--- src/rtl/axis_write_ctrl.sv ---
// axis_write_ctrl: splits a stream write command into AXI write bursts and tracks B responses
module axis_write_ctrl #(
  parameter int CONFIG_DWIDTH   = 32,
  parameter int AXI_ADDR_WIDTH  = 32,
  parameter int AXI_LEN_WIDTH   = 8,
  parameter int AXI_DATA_WIDTH  = 32,
  parameter int CONVERT_SHIFT   = 3,
  parameter int MAX_OUTSTANDING = 4
) (
  input  logic                      clk,
  input  logic                      rst,
  input  logic [CONFIG_DWIDTH-1:0]  cmd_address,
  input  logic [CONFIG_DWIDTH-1:0]  cmd_length,
  input  logic                      cmd_valid,
  output logic                      cmd_ready,
  output logic                      done,
  output logic                      error,
  output logic [CONFIG_DWIDTH-1:0]  data_cfg_length,
  output logic                      data_cfg_valid,
  input  logic                      data_cfg_ready,
  output logic [AXI_ADDR_WIDTH-1:0] axi_awaddr,
  output logic [AXI_LEN_WIDTH-1:0]  axi_awlen,
  output logic                      axi_awvalid,
  input  logic                      axi_awready,
  input  logic [1:0]                axi_bresp,
  input  logic                      axi_bvalid,
  output logic                      axi_bready
);
  localparam int OW = $clog2(MAX_OUTSTANDING) + 1;
  localparam logic [CONFIG_DWIDTH-1:0] FULL = CONFIG_DWIDTH'(1) << AXI_LEN_WIDTH;
  typedef enum logic [2:0] {IDLE, CFG, SETUP, ADDR, RESP, DONE} state_t;
  state_t                    state_q;
  logic [CONFIG_DWIDTH-1:0]  addr_q, len_q, beats_q, burst, step;
  logic [OW-1:0]             out_q;
  logic                      err_q, aw_hs, b_dec;
  logic [AXI_ADDR_WIDTH-1:0] awaddr_q;
  logic [AXI_LEN_WIDTH-1:0]  awlen_q;
  assign cmd_ready       = ~rst & (state_q == IDLE);
  assign axi_bready      = ~rst;
  assign data_cfg_valid  = state_q == CFG;
  assign data_cfg_length = len_q;
  assign axi_awvalid     = (state_q == ADDR) & (out_q != OW'(MAX_OUTSTANDING));
  assign axi_awaddr      = awaddr_q;
  assign axi_awlen       = awlen_q;
  assign done            = state_q == DONE;
  assign error           = done & err_q;
  assign aw_hs           = axi_awvalid & axi_awready;
  assign b_dec           = axi_bvalid & axi_bready & (out_q != '0);
  assign burst           = CONFIG_DWIDTH'(awlen_q) + CONFIG_DWIDTH'(1);
  assign step            = burst * CONFIG_DWIDTH'(AXI_DATA_WIDTH / 8);
  always_ff @(posedge clk) begin
    if (rst) begin
      state_q  <= IDLE;
      addr_q   <= '0;
      len_q    <= '0;
      beats_q  <= '0;
      out_q    <= '0;
      err_q    <= 1'b0;
      awaddr_q <= '0;
      awlen_q  <= '0;
    end else begin
      out_q <= out_q + OW'(aw_hs) - OW'(b_dec);
      if (b_dec && axi_bresp != 2'b00) err_q <= 1'b1;
      case (state_q)
        IDLE: if (cmd_valid) begin
          addr_q  <= cmd_address;
          len_q   <= cmd_length;
          beats_q <= cmd_length >> CONVERT_SHIFT;
          err_q   <= 1'b0;
          out_q   <= '0;
          state_q <= CFG;
        end
        CFG: if (data_cfg_ready) state_q <= SETUP;
        SETUP: begin
          awaddr_q <= AXI_ADDR_WIDTH'(addr_q);
          awlen_q  <= AXI_LEN_WIDTH'((beats_q < FULL ? beats_q : FULL) - CONFIG_DWIDTH'(1));
          state_q  <= ADDR;
        end
        ADDR: if (aw_hs) begin
          beats_q <= beats_q - burst;
          addr_q  <= addr_q + step;
          state_q <= beats_q == burst ? RESP : SETUP;
        end
        RESP: if (out_q == '0) state_q <= DONE;
        default: state_q <= IDLE;
      endcase
    end
  end
endmodule

--- config.mk ---
export PLATFORM = sky130hd
export DESIGN_NAME = axis_write_ctrl
export DESIGN_NICKNAME = d
export VERILOG_FILES = /design/src/rtl/axis_write_ctrl.sv
export SDC_FILE = /design/constraint.sdc
export NUM_CORES = 1
export LEC_CHECK = 0
export BUFFER_PORTS_ARGS = -buffer_cell sky130_fd_sc_hd__buf_2
export CORE_ASPECT_RATIO = 1.1
export CORE_UTILIZATION = 60
export CTS_CLUSTER_DIAMETER = 30
export CTS_CLUSTER_SIZE = 30
export DETAILED_ROUTE_END_ITERATION = 10
export PLACE_DENSITY = 0.83
export SKIP_LAST_GASP = 1
export SYNTH_ARGS = -nofsm -noshare
export SYNTH_HDL_FRONTEND = slang
export SYNTH_SLANG_ARGS = --single-unit
--- constraint.sdc ---
create_clock -name clk -period 8.6 [get_ports clk]
set_input_delay 1.72 -clock clk [delete_from_list [all_inputs] [get_ports clk]]
set_output_delay 1.72 -clock clk [all_outputs]
set_load 0.01 [all_outputs]
Word-level counts from Yosys, hierarchy flattened. Index checks and enable logic that the tools add are counted.

Muxes and demuxes: 18. Order comparisons: 1. Bitwise gates (word level): 7. Equal/unequal tests: 11. Reductions and logical operators: 9. $add $sub $neg: 6.

Operators by type and width (number): two-way mux 32 bit (4); one-hot mux 32 bit (2 select lines) (2); adder 32 x 11 -> 32 bit (1); == test 32 x 9 -> 1 bit (1); < comparator 32 x 9 -> 1 bit, second input constant (1); subtractor 32 x 9 -> 32 bit (1); two-way mux 3 bit (7); one-hot mux 3 bit (5 select lines) (1); adder 8 x 1 -> 9 bit, second input constant (1); two-way mux 8 bit (1); subtractor 8 x 1 -> 8 bit, second input constant (1); bitwise AND 1 bit (6); == test 3 x 2 -> 1 bit, second input constant (2); == test 3 bit, second input constant (2); logical NOT 3 bit (2); != test 2 bit, second input constant (3); AND reduction 4 bit (1); nonzero test 2 bit (2); adder 3 x 1 -> 3 bit (1); == test 3 x 1 -> 1 bit, second input constant (1); two-way mux 1 bit (3); != test 3 bit, second input constant (1); AND reduction 3 bit (1); nonzero test 3 bit (1); other kinds (5) (5).

Input port bits: 72. Logic and storage cells: 60. Register bits: 143.

Depth between registers and ports, before layout.
Depth after elaboration: 7. Depth in mapped cells: 14. Mapped depth without buffers: 12.

Least setup slack after synthesis. OpenSTA, ideal clock, no wires.

Path kind: input port to output port. From: input rst. To: output cmd_ready. Data arrival time: 2411 ps. Buffers on the path: 2. Setup slack: 4469 ps. Stages on the path: 3. Cells stage by stage: clkbuf_8 clkbuf_1 nor4_1.

Word-level cells in the longest chain between the ends: 2.

RTL lines: start, declared (line 11) `input logic rst,`; NOT 1 bit (line 38) `assign cmd_ready = ~rst & (state_q == IDLE);`; bitwise AND 1 bit (line 38); end, declared (line 15) `output logic cmd_ready,`.

Every way passes these cells.

Worst setup path after layout.
From: input rst. To: output axi_bready.

Word-level cells in the longest chain between the ends: 1.

RTL lines: NOT 1 bit (line 39) `assign axi_bready = ~rst;`; end, declared (line 27) `output logic axi_bready`.

Every way passes these cells.

==> results.toml <==
[timing]
whs_ns = 0.450
worst_pin_slew_ns = 1.20
post-route-period-util = 0.489
rsz0062_at_grt = "false"
fmax_mhz = 238
fin_ws_ns = 4.40
drv_slew = 0
slew_headroom = 0.201
hold_viol = 0
skew_ns = 0.00944
tns_ns = 0
setup_viol = 0
period_needed_ns = 4.20

[routing]
drc = 0
drt.antenna.violating_nets = 0
viasPerCell = 6.04
vias = 7411
drtIter0Drc = 507
drt_pass1_iterations = 4
wirelength_um = 19800
wire_per_inst_um = 16.1

[floorplanning]
die_y_um = 119
ios = 150
die-area_um2 = 12900
core_um2 = 12100
die_w_um = 108
initial_utilization = 0.617
core.rowCount = 42

[synth]
synth_area_per_cell_um2 = 7.91
synth.distinct_cells = 69
netlist.top_cell.by_area = "dfxtp_1"
synth.area.top_cells = "dfxtp_1, nand2_1, a21oi_1, ha_1, nor2_1"
ys.flop_type = "dfxtp_1"
synth_area_um2 = 7460
synth-seq-cells = 143
synthCells = 943
syn_nets = 1040
yosysWarnings = 0
synth-async-reset-ratio = 0
ys_seq_area_frac = 0.384
yosys.area.top_type_share = 0.384
synth_edf_count = 0

[clocking]
hold_buffers = 0
numCtsBuffers = 17
cts_sinks = 143
clock_path_buffers = 2
clk_pin_slew_ns = 0.06
insertion_delay_ns = 0.43
cts_setup_buffers = 0
ctsRootBufferMaster = "clkbuf_16"
cts_resized = 0
cts_tree = "done"
h-tree-depth = 4

[final_layout]
antenna_cells = 0
syn_to_final_growth_pct = 18.0
fill_cells = 1010
mostFrequentLayoutCells = "nand2_1, buf_2, dfxtp_1"
layout_commonest_cell = "nand2_1"
drive_above_1_share = 0.193
nNetsFinal = 1157

[setup_path]
endpoint_kind = "primary output"
crit_type = "in -> out"
cp-start-kind = "input pin"
cp.required_ns = 6.88
arrival_ns = 2.48
ff2ff_setup_slack_ns = 5.00
worstPathMaxFanout = 41

[global_routing]
grt_max_degree = 91
met1_usage = 0.427
antenna_found_initial = 0
grt_first_pass_wirelength_um = 33200
grt.busiest_layer = "met2"
grt_use_met3 = 0.0640
grt_overflow_total = 0
grtUsageMet2 = 0.502
grt_pass1_vias = 6971
grt_usage = 0.324

[pwr]
p_sw_mw = 0.551
cellPowerDensity_nw_per_um2 = 212
p_int_mw = 1.32
power_leakage_nw = 3.64
seqPwrFrac = 0.401
clkPwrFrac = 0.400
vdd_drop_max_uv = 139
p_sw_frac = 0.295
comb_power_share = 0.199

[place]
gp_congestion = 0.901
port_buffers = 149
dp_hpwl_um = 13200
dp_slack_ns = 4.39

[run]
maxCapViolCount = 0

[worst_hold_path]
hp-class = "reg -> reg"

[status]
status = "finished clean"
[critical path, cell delays in order]
cell and delay [ns]:
buf_4 0.39, clkinv_1 0.19, buf_2 0.18
[power groups by stage]
stage / Clock [mW] / Sequential [mW] / Combinational, mW
after floorplan: 0 / 0.757 / 0.268
after global placement: 0 / 0.761 / 0.360
after detailed placement: 0 / 0.761 / 0.364
after CTS: 0.751 / 0.748 / 0.369
after global routing: 0.783 / 0.756 / 0.413
final: 0.748 / 0.749 / 0.372
[registers in the layout, indices dropped and copies added, names as in the netlist]
register	count
beats_q	32
data_cfg_length	32
axi_awaddr	32
addr_q	32
err_q	1
out_q	3
axi_awlen	8
state_q	3
[per-stage QoR]
step / power [mW] / instance area (µm²) / std cells / util
2_1_floorplan: 1.03 / 7460 / 943 / -
3_3_place_gp: 1.12 / 8200 / 1195 / 0.679
3_5_place_dp: 1.13 / 8200 / 1195 / 0.679
4_1_cts: 1.87 / 8800 / 1227 / 0.728
5_1_grt: 1.95 / 8800 / 1227 / 0.728
6_report: 1.87 / 8800 / 1227 / 0.728
[logic make-up (layout without fill, tap and decap cells)]
kind of cell               Yosys count  in the layout  synth area share
AOI/OAI and AO/OA                  265            265             0.227
xor gates and xnor gates            29             29            0.0340
adders and majority gates           25             25            0.0450
buffers and inverters               83            213            0.0490
DFF                                143            143             0.384
muxes                                9              9            0.0121
and+or+nand+nor                    389            389             0.249
[layout make-up]
| type | instances | area [µm²] | share of cell area |
|---|---|---|---|
| flip-flops and latches | 143 | 2860 | 0.325 |
| well taps | 154 | 193 | 0.0219 |
| multi-input cells | 717 | 4250 | 0.482 |
| repair buffers | 158 | 816 | 0.0927 |
| clock inverters | 11 | 139 | 0.0158 |
| clock buffers | 21 | 460 | 0.0523 |
| inverters | 23 | 86.3 | 0.00981 |
[cells in the mapped netlist, drive strengths merged, types with 4 or more instances]
cell,instances
o41ai,4
o211ai,21
nand4,16
mux2i,9
and3,12
a21boi,4
a31oi,23
o221ai,10
o21ai,23
a21o,8
nand3b,4
nor2b,4
nand3,23
inv,22
clkbuf,49
o21a,8
nor3,18
a311oi,6
o31ai,4
nand2,199
dfxtp,143
o22ai,4
xnor2,16
and2,9
xor2,13
a211oi,7
or4,7
buf,11
a21oi,110
nor2,50
nor4,14
ha,22
a22oi,8
or3,17
[path summary, 6_finish.rpt]
check | from | end | cells past startpoint
worst max-delay path | rst | axi_bready | 3
worst min-delay path | axi_awaddr[12] | axi_awaddr[12] | 2
worst max register to register | axi_awlen[0] | beats_q[17] | 11
worst min register to register | axi_awaddr[12] | axi_awaddr[12] | 2
[metal layers]
layer / up-vias / wire (µm)
li1: 3636 / -
met1: 3436 / 8730
met2: 299 / 9120
met3: 40 / 1430
met4: 0 / 514
met5: - / 0
Power figures use the tool's default switching activity.
